### config.mk
export PLATFORM = sky130hd
export DESIGN_NAME = int_ctrl
export DESIGN_NICKNAME = d
export VERILOG_FILES = /design/src/rtl/int_ctrl_pkg.sv /design/src/rtl/int_ctrl_arb.sv /design/src/rtl/int_ctrl.sv
export SDC_FILE = /design/constraint.sdc
export NUM_CORES = 1
export LEC_CHECK = 0
export ABC_CLOCK_PERIOD_IN_PS = 8550
export CAP_MARGIN = 20
export CELL_PAD_IN_SITES_DETAIL_PLACEMENT = 0
export CELL_PAD_IN_SITES_GLOBAL_PLACEMENT = 1
export CORE_MARGIN = 1.5
export CORE_UTILIZATION = 39
export DETAILED_ROUTE_END_ITERATION = 6
export PLACE_DENSITY_LB_ADDON = 0.1
export SETUP_SLACK_MARGIN = 0.3
export SYNTH_ARGS = -nofsm -noshare
export SYNTH_HDL_FRONTEND = slang
export SYNTH_SLANG_ARGS = --single-unit
### constraint.sdc
create_clock -name clk -period 8.55 [get_ports clk]
set_clock_uncertainty 0.15 [all_clocks]
set_input_delay 1.71 -clock clk [delete_from_list [all_inputs] [get_ports clk]]
set_output_delay 1.71 -clock clk [all_outputs]
set_load 0.02 [all_outputs]
### src/rtl/int_ctrl_pkg.sv
// Shared definitions for the interrupt controller: register offsets, FSM
// state encoding and CTRL bit positions.
package int_ctrl_defs;

    localparam logic [3:0] IC_CTRL  = 4'h0;
    localparam logic [3:0] IC_MASK  = 4'h4;
    localparam logic [3:0] IC_PEND  = 4'h8;
    localparam logic [3:0] IC_CLAIM = 4'hC;

    localparam int CTRL_GEN = 0;
    localparam int CTRL_RR  = 1;

    typedef enum logic [1:0] {
        IC_IDLE    = 2'd0,
        IC_ASSERT  = 2'd1,
        IC_SERVICE = 2'd2
    } ic_state_e;

endpackage

### src/rtl/int_ctrl_arb.sv
// Combinational winner picker: lowest eligible index in fixed mode, first
// eligible index at or after rr_ptr (wrapping) in round-robin mode.
module int_ctrl_arb #(
    parameter int N_SRC = 6
) (
    input  logic [N_SRC-1:0] elig,
    input  logic [2:0]       rr_ptr,
    input  logic             rr,
    output logic             valid,
    output logic [2:0]       id
);

    always_comb begin
        int j;
        valid = 1'b0;
        id    = '0;
        j     = 0;
        for (int k = 0; k < N_SRC; k++) begin
            j = rr ? int'(rr_ptr) + k : k;
            if (j >= N_SRC) j = j - N_SRC;
            if (!valid && elig[j]) begin
                valid = 1'b1;
                id    = 3'(j);
            end
        end
    end

endmodule

### src/rtl/int_ctrl.sv
// Memory-mapped interrupt controller: edge capture, masking, arbitration and
// an IDLE/ASSERT/SERVICE handshake with software via the CLAIM register.
module int_ctrl
    import int_ctrl_defs::*;
#(
    parameter int N_SRC = 6
) (
    input  logic             clk,
    input  logic             reset,
    input  logic [3:0]       ADD_I,
    input  logic             WE_I,
    input  logic [31:0]      DAT_I,
    output logic [31:0]      DAT_O,
    input  logic [N_SRC-1:0] IRQ_I,
    output logic [N_SRC-1:0] IRQ_O
);

    logic             gen, rr;
    logic [N_SRC-1:0] mask, pend, irq_q, elig, rise, pend_clr;
    logic [2:0]       grant_id, rr_ptr, win_id;
    logic             win_vld;
    logic             wr_ctrl, wr_mask, wr_pend, wr_claim;
    ic_state_e        state;
    logic [3:0]       word_addr;
    logic             unused_bits;

    function automatic logic [N_SRC-1:0] onehot(input logic [2:0] idx);
        logic [N_SRC-1:0] v;
        v      = '0;
        v[idx] = 1'b1;
        return v;
    endfunction

    assign word_addr   = {ADD_I[3:2], 2'b00};
    assign wr_ctrl     = WE_I && (word_addr == IC_CTRL);
    assign wr_mask     = WE_I && (word_addr == IC_MASK);
    assign wr_pend     = WE_I && (word_addr == IC_PEND);
    assign wr_claim    = WE_I && (word_addr == IC_CLAIM);
    assign unused_bits = ^{ADD_I[1:0], DAT_I[31:N_SRC]};

    assign elig = gen ? (pend & mask) : '0;
    assign rise = IRQ_I & ~irq_q;

    int_ctrl_arb #(.N_SRC(N_SRC)) u_arb (
        .elig   (elig),
        .rr_ptr (rr_ptr),
        .rr     (rr),
        .valid  (win_vld),
        .id     (win_id)
    );

    // Clears come from W1C and from a claim; a new edge in the same cycle wins.
    always_comb begin
        pend_clr = '0;
        if (wr_pend) pend_clr = DAT_I[N_SRC-1:0];
        if (wr_claim && state == IC_ASSERT) pend_clr[grant_id] = 1'b1;
    end

    always_ff @(posedge clk or posedge reset) begin
        if (reset) begin
            gen   <= 1'b0;
            rr    <= 1'b0;
            mask  <= '0;
            pend  <= '0;
            irq_q <= '0;
        end else begin
            irq_q <= IRQ_I;
            pend  <= (pend & ~pend_clr) | rise;
            if (wr_ctrl) begin
                gen <= DAT_I[CTRL_GEN];
                rr  <= DAT_I[CTRL_RR];
            end
            if (wr_mask) mask <= DAT_I[N_SRC-1:0];
        end
    end

    always_ff @(posedge clk or posedge reset) begin
        if (reset) begin
            state    <= IC_IDLE;
            grant_id <= '0;
            rr_ptr   <= '0;
            IRQ_O    <= '0;
        end else begin
            case (state)
                IC_IDLE: begin
                    if (win_vld) begin
                        state    <= IC_ASSERT;
                        grant_id <= win_id;
                        IRQ_O    <= onehot(win_id);
                    end
                end
                IC_ASSERT: begin
                    if (wr_claim) begin
                        state <= IC_SERVICE;
                        IRQ_O <= '0;
                    end else if (!elig[grant_id]) begin
                        state <= IC_IDLE;
                        IRQ_O <= '0;
                    end
                end
                IC_SERVICE: begin
                    if (wr_claim) begin
                        state  <= IC_IDLE;
                        rr_ptr <= (grant_id == 3'(N_SRC - 1)) ? 3'd0 : grant_id + 3'd1;
                    end
                end
                default: begin
                    state <= IC_IDLE;
                    IRQ_O <= '0;
                end
            endcase
        end
    end

    always_comb begin
        DAT_O = '0;
        case (word_addr)
            IC_CTRL:  DAT_O = {30'd0, rr, gen};
            IC_MASK:  DAT_O = {{(32 - N_SRC){1'b0}}, mask};
            IC_PEND:  DAT_O = {{(32 - N_SRC){1'b0}}, pend};
            IC_CLAIM: DAT_O = {state == IC_SERVICE, state == IC_ASSERT, 27'd0, grant_id};
            default:  DAT_O = '0;
        endcase
    end

endmodule

---- Word-level counts from Yosys, hierarchy flattened ----
Index checks and enable logic that the tools add are counted.
word-level totals
  flip-flop bits (word level) ............. 34
  input bits .............................. 45
  output and inout bits ................... 38
  logic and storage cells ................. 139
operators by class
  $add $sub $neg .......................... 12
  order comparisons ....................... 16
  equal/unequal tests ..................... 9
  muxes and demuxes ....................... 62
  bitwise operators ....................... 8
  reduce and logical (&&, ||, !) cells .... 23
operators with widths
  kind                   count
  $mux 32                11
  $ge 32x4->1 const B    6
  $lt 32x5->1 const B    6
  $sub 32x4->32 const B  6
  $pmux 32 s4            1
  $mux 6                 6
  $mux 3                 8
  $bmux 1 s3             7
  $mux 1                 21
  $and 6x6->6            3
  $pmux 6 s3             1
  $logic_and 1x1->1      12
  $not 6->6              2
  $or 6x6->6             2
  $add 3x2->4 const B    2
  $add 3x3->4 const B    2
  $lt 3x4->1 const B     2
  $mux 2                 4
  $demux 1 s3            2
  $eq 2x2->1 const B     3
  $ge 3x1->1 const B     2
  $pmux 2 s3             1
  $reduce_and 3->1       2
  $logic_not 1->1        5
  other kinds (11)       13

---- Depth between registers and ports, before layout ----
Gate-level depths: netlist (run 1).
  depth after elaboration ................. 28
  gate-level depth with buffers ........... 15
  depth with buffers taken out ............ 12

---- Hierarchy ----
From an unflattened synthesis (run 1), not the netlist that was laid out.
second synthesis, totals
  cells, all modules ...................... 305
  area, all modules ....................... 2813.9 um^2
modules (own cells, without submodules)
  module        instances  cells an instance  area each (um^2)  sequential area each (um^2)
  int_ctrl      1          174                1838.0            850.8
  int_ctrl_arb  1          131                975.9             0.0

---- Least setup slack after synthesis (run 1) ----
OpenSTA, ideal clock, no wires.
  path kind ............................... input-to-output
  start point ............................. input port ADD_I[2]
  end point ............................... output port DAT_O[0]
  data arrival time ....................... 2.584 ns
  data required time ...................... 6.690 ns
  path slack .............................. 4.106 ns
  stages .................................. 2
  buffers on the path ..................... 1
  path through ............................ clkbuf_1 mux4_2
between the ends
  cells in the longest elaborated chain, start to end .. 2
RTL lines
  element                             line             source
  start: declaration                  int_ctrl.sv:10   input logic [3:0] ADD_I,
  $eq 2x2->1 (tied with other cells)  int_ctrl.sv:117  case (word_addr)
  $pmux 32 s4 (*)                     int_ctrl.sv:117
  end: declaration                    int_ctrl.sv:13   output logic [31:0] DAT_O,
Mark *: on every way between the ends. The rest lies on a longest branch, timed or not.

---- Final worst setup path (run 1) ----
  start point ............................. input port ADD_I[2]
  end point ............................... output port DAT_O[2]
The elaborated chain is that of the path after synthesis.

==> impl_metrics.csv, run 1 <==
group,metric,value,unit
run_status,status,"completed",
routing,firstDrtPassIters,4,
die,die_h,90.0,um
final_layout,final_cell_mix,"dfrtp_1, nand2_1, clkdlybuf4s50_1",
die,placeableCoreArea,7290,um2
routing,viasPerCell,5.39,
clocking,clock_sinks,34,
synthesis,ys_seq_elements,34,
sta,layout_worst_path_cycle_share,0.637,
synthesis,seq_area_frac_synth,0.289,
clocking,clk_latency,0.28,ns
place,dp.final_hpwl,5.37,mm
final_layout,insertedDiodeCount,0,
sta,setup_viol,0,
die,row_count,31,
worst_hold_path,hold_path_class,"register to register",
synthesis,synth_ff_type,"dfrtp_1",
clocking,cts_resized,0,
global_route,antenna_found_initial,0,
global_route,grt_usage,0.177,
critical_path,criticalPathCategory,"input port to output port",
place,gp_congestion,0.821,
routing,antenna_left,0,
die,start_util,0.404,
synthesis,synth_edf_count,0,
sta,worst-slew-pin-transition,1.15,ns
pwr,pwr-share-comb,0.654,
final_layout,fin_nets,402,
sta,clock.fmax,0.184,GHz
place,dp_cells,439,
clocking,cts_root_buffer,"clkbuf_8",
final_layout,regArea,851,um2
synthesis,synth_cell_types,72,
global_route,grt_start_max_net_pins,35,
clocking,hold_buffers,0,
clocking,cts_setup_buffers,0,
final_layout,fin_cells,447,
global_route,gr-total-overflow,0,
synthesis,synth_area_leaders,"dfrtp_1, buf_4, mux2_2",
sta,fin_setup_tns,0,ns
pwr,irDropWorstVdd,0.114,mV
synthesis,synthCells,326,
global_route,grt_pass1_wl,11.5,mm
synthesis,avgSynthCellArea,9.05,um2
synthesis,syn_area,2950,um2
routing,routed_wl,7.00,mm
clocking,htreeDepth,2,
place,pre_cts_ws,3.10,ns
synthesis,yosys.area.top_type,"dfrtp_1",
clocking,clk_path_buf_depth,2,
sta,period_minus_slack,5.45,ns
sta,worst_slack,3.10,ns
die,num_io_pins,83,
synthesis,yosysTopAreaCellShare,0.289,
pwr,swShare,0.487,
final_layout,fillers,805,
critical_path,startpoint_type,"input port",
critical_path,cp_max_fo,8,
final_layout,drive_above_1_share,0.132,
pwr,p_leak,1.39,nW
sta,hold_ws,0.267,ns
place,portBuffers,30,
final_layout,syn2layout_area_growth,12.1,%
clocking,clk_pin_slew,0.07,ns
routing,avgRoutedWirePerCell,15.7,um
die,die_area,8090,um2
routing,first_iter_violations,78,
sta,maxSlewViolCount,0,
critical_path,end_kind,"output port",
pwr,p_switching,0.000602,W
critical_path,required,6.69,ns
global_route,grt_pass1_vias,2295,
pwr,p_per_area,374,nW/um2
die,die_x,90.0,um
critical_path,critPathArrivalTime,3.59,ns
pwr,seqPwrFrac,0.231,
routing,vias,2410,
clocking,cts_buffers,5,
sta,maxSlewHeadroom,0.215,
final_layout,final_common_cell,"dfrtp_1",
pwr,cellInternalPower,0.000634,W
synthesis,yosysWarnings,0,
final_layout,multi_input_area,1840,um2
synthesis,async_flop_share,1.00,
sta,rsz0062_at_grt,"no",
run,max_cap_violations,0,
pwr,clkPwrFrac,0.116,
clocking,cts_tree,"yes",
routing,drc,0,
sta,final_hold_viol_count,0,
==> through the flow <==
step | util | area, um2 | power (W)
2_1_floorplan | - | 3040 | 0.000926
3_3_place_gp | 0.439 | 3200 | 0.00109
3_5_place_dp | 0.439 | 3200 | 0.00110
4_1_cts | 0.454 | 3310 | 0.00125
5_1_grt | 0.454 | 3310 | 0.00135
6_report | 0.454 | 3310 | 0.00124
==> routing by layer <==
metal	up-vias	share of wire	GRT usage
met5	-	0	0
met4	0	0.0060	0.0437
met3	2	0.031	0.0186
met2	51	0.48	0.296
met1	1178	0.49	0.245
li1	1179	-	-
==> final cells by class <==
type,count,share of cell area
timing repair buffer,31,0.0931
clock buffer,7,0.0231
clock inverter,1,0.00908
tap,99,0.0375
multi-input combinational,254,0.556
inverter,21,0.0238
sequential,34,0.257
==> final timing paths <==
| path | start | slack [ns] | depth (start not counted) | end |
|---|---|---|---|---|
| worst max-delay path | ADD_I[2] | 3.10 | 4 | DAT_O[2] |
| min in group asynchronous | reset | 1.68 | 3 | grant_id[0] |
| worst min register to register | irq_q[1] | 0.27 | 1 | pend[1] |
| worst min-delay path | irq_q[1] | 0.27 | 1 | pend[1] |
| worst max register to register | rr_ptr[0] | 4.14 | 12 | grant_id[0] |
| max in group asynchronous | reset | 6.24 | 3 | rr_ptr[1] |
==> power by group through the flow <==
stage	clock network (W)	registers [W]	logic [W]
floorplan	0	0.000245	0.000682
global placement	0	0.000286	0.000799
detailed placement	0	0.000288	0.000809
CTS	0.000148	0.000284	0.000813
global route	0.000155	0.000294	0.000897
finish	0.000143	0.000285	0.000808
==> cell families (layout without fill, tap and decap cells) <==
| logic type | after synthesis | count (layout) | synth area share |
|---|---|---|---|
| multiplexers | 31 | 31 | 0.129 |
| XOR/XNOR | 3 | 3 | 0.00891 |
| other | 1 | 24 | 0.00127 |
| AND/OR/NAND/NOR | 103 | 103 | 0.186 |
| AO/OA/AOI/OAI | 83 | 83 | 0.226 |
| adder cells (fa/ha/maj) | 10 | 10 | 0.0424 |
| flip-flops | 34 | 34 | 0.289 |
| buffers and inverters | 61 | 60 | 0.117 |
==> flip-flops by register name, summed over array words and instances, names as in the netlist <==
name      flops
rr            1
state         2
rr_ptr        3
irq_q         6
grant_id      3
gen           1
IRQ_O         6
mask          6
pend          6
==> synthesized netlist by cell type, types with 6 or more instances <==
library cell	number
clkbuf_1	9
dfrtp_1	34
nand3_1	10
mux2i_1	10
a21oi_1	7
ha_1	10
mux2_2	17
inv_1	20
o21ai_0	19
nand2b_1	7
nor2_1	15
nor3_1	6
buf_4	26
nand2_1	31
==> worst max-delay path, stage by stage <==
cell and delay (ns):
clkdlybuf4s50_1 0.67, nor2b_1 0.37, a22o_1 0.23, clkdlybuf4s50_1 0.60
(Power assumes the default switching activity.)
==> inputs of run 2 (changes only) <==
--- a/config.mk
+++ b/config.mk
@@ -5,12 +5,12 @@
 export SDC_FILE = /design/constraint.sdc
 export NUM_CORES = 1
 export LEC_CHECK = 0
-export ABC_CLOCK_PERIOD_IN_PS = 8550
+export ABC_CLOCK_PERIOD_IN_PS = 5000
 export CAP_MARGIN = 20
 export CELL_PAD_IN_SITES_DETAIL_PLACEMENT = 0
 export CELL_PAD_IN_SITES_GLOBAL_PLACEMENT = 1
 export CORE_MARGIN = 1.5
-export CORE_UTILIZATION = 39
+export CORE_UTILIZATION = 33
 export DETAILED_ROUTE_END_ITERATION = 6
 export PLACE_DENSITY_LB_ADDON = 0.1
 export SETUP_SLACK_MARGIN = 0.3
==> constraint.sdc (replaced) <==
create_clock -name clk -period 5 [get_ports clk]
set_clock_uncertainty 0.15 [all_clocks]
set_input_delay 1 -clock clk [delete_from_list [all_inputs] [get_ports clk]]
set_output_delay 1 -clock clk [all_outputs]
set_load 0.02 [all_outputs]
==> run 2 against run 1 <==
Net effect:
- non-clock buffer count grew 5
- sequential cell count unchanged
- sequential power is 56% higher
- die area increased by 18%
- critical endpoint unchanged
==> impl_metrics.csv, run 2 (synthesized netlist as in run 1, its figures left out) <==
group,metric,value,unit
place,placed_area,3240,um2
place,gp_congestion,0.782,
critical_path,crit_top_cell,"clkdlybuf4s50_1",
final_layout,syn2layout_area_growth,12.9,%
global_route,grt_pass1_vias,2356,
final_layout,final_common_cell,"dfrtp_1",
pwr,seqPwrFrac,0.215,
critical_path,critPathLaunch,"ADD_I[2]",
die,row_count,34,
critical_path,critical-path-slowest-cell,"clkdlybuf4s50_1",
sta,fin_setup_tns,0,ns
clocking,clk_pin_slew,0.06,ns
pwr,p_per_area,624,nW/um2
clocking,cts_tree,"yes",
sta,worst-slew-pin-transition,0.542,ns
critical_path,crit_path_max_incr_delay,0.67,ns
die,die_x,97.5,um
global_route,antenna_found_initial,0,
critical_path,startpoint_type,"input port",
worst_hold_path,hold_path_class,"register to register",
sta,worst_slack,0.985,ns
clocking,cts_buffers,5,
pwr,pwr-share-comb,0.696,
die,placeableCoreArea,8680,um2
routing,drc,0,
routing,avgRoutedWirePerCell,16.0,um
die,die_area,9510,um2
final_layout,fillers,932,
global_route,grt_pass1_wl,12.3,mm
pwr,irDropWorstVdd,0.222,mV
run_status,status,"completed",
pwr,swShare,0.496,
routing,antenna_left,0,
routing,vias,2398,
pwr,clkPwrFrac,0.090,
routing,routed_wl,7.37,mm
die,num_io_pins,83,
clocking,cts_resized,0,
worst_hold_path,worstHoldStart,"irq_q[0]",
critical_path,path_cells,"clkdlybuf4s50_1 -> nor2b_1 -> a22o_1 -> clkdlybuf4s50_1",
clocking,clk_latency,0.28,ns
critical_path,cp_max_fo,8,
clocking,htreeDepth,2,
sta,layout_worst_path_cycle_share,0.803,
global_route,gr-total-overflow,0,
critical_path,cpLargestDelayFamily,"buffers and inverters",
die,die_h,97.5,um
sta,period_minus_slack,4.01,ns
sta,clock.fmax,0.249,GHz
critical_path,critPathBufInv,2,
critical_path,required,3.85,ns
clocking,clk_path_buf_depth,2,
critical_path,rr_startpoint,"rr_ptr[0]",
routing,viasPerCell,5.21,
clocking,cts_root_buffer,"clkbuf_8",
final_layout,drive_above_1_share,0.139,
sta,maxSlewViolCount,0,
critical_path,end_kind,"output port",
sta,final_hold_viol_count,0,
place,portBuffers,30,
critical_path,criticalPathCategory,"input port to output port",
critical_path,critPathArrivalTime,2.86,ns
die,start_util,0.340,
place,dp.final_hpwl,5.74,mm
sta,rsz0062_at_grt,"no",
pwr,p_leak,1.41,nW
pwr,p_switching,0.00103,W
run,max_cap_violations,0,
global_route,grt_usage,0.162,
sta,setup_viol,0,
final_layout,postLayoutCellArea,3330,um2
place,pre_cts_ws,1.01,ns
pwr,cellInternalPower,0.00105,W
routing,first_iter_violations,73,
final_layout,final_cell_mix,"dfrtp_1, nand2_1, clkdlybuf4s50_1",
final_layout,final_core_utilization,0.384,
routing,firstDrtPassIters,4,
clocking,cts_setup_buffers,0,
clocking,hold_buffers,0,
final_layout,fin_nets,407,
sta,maxSlewHeadroom,0.635,
global_route,grt_start_max_net_pins,35,
clocking,clock_sinks,34,
final_layout,insertedDiodeCount,0,
## run 2: changes by cell type in the layout (fill, tap and decap cells not counted)
cell,change
buf_4,+4
bufinv_16,-1
dlymetal6s2s_1,+1
## run 2: final timing paths
kind	end	slack (ns)	cells past startpoint
min	pend[0]	0.26	1
max in group asynchronous	mask[3]	3.42	3
max	DAT_O[2]	0.99	4
min reg2reg	pend[0]	0.26	1
min in group asynchronous	grant_id[0]	0.97	3
max reg2reg	grant_id[0]	1.24	13
## run 2: through the flow
stage	hold slack (ns)	total power (W)	instances
6_report	0.263	0.00208	460
5_1_grt	0.282	0.00227	460
4_1_cts	0.268	0.00210	459
3_5_place_dp	0.263	0.00190	452
3_3_place_gp	0.253	0.00190	452
2_1_floorplan	0.250	0.00158	349
## run 2: layout make-up
class | count | area [um2] | area share
flip-flops and latches | 34 | 851 | 0.255
well taps | 108 | 135 | 0.0406
clock buffers | 7 | 76.3 | 0.0229
repair buffers | 36 | 350 | 0.105
multi-input cells | 254 | 1840 | 0.552
inverters | 21 | 78.8 | 0.0237
## run 2: layer usage
layer,vias up,global-route usage,wire (um)
li1,1192,-,-
met2,53,0.258,3400
met1,1146,0.230,3640
met3,7,0.0223,251
met5,-,0,0
met4,0,0.0429,80
## run 2: power groups by stage
| stage | Sequential [W] | Clock (W) | Combinational (W) |
|---|---|---|---|
| 3_5_place_dp | 0.000453 | 0 | 0.00145 |
| 3_3_place_gp | 0.000451 | 0 | 0.00145 |
| 6_report | 0.000446 | 0.000186 | 0.00145 |
| 2_1_floorplan | 0.000418 | 0 | 0.00117 |
| 4_1_cts | 0.000448 | 0.000194 | 0.00145 |
| 5_1_grt | 0.000462 | 0.000205 | 0.00160 |
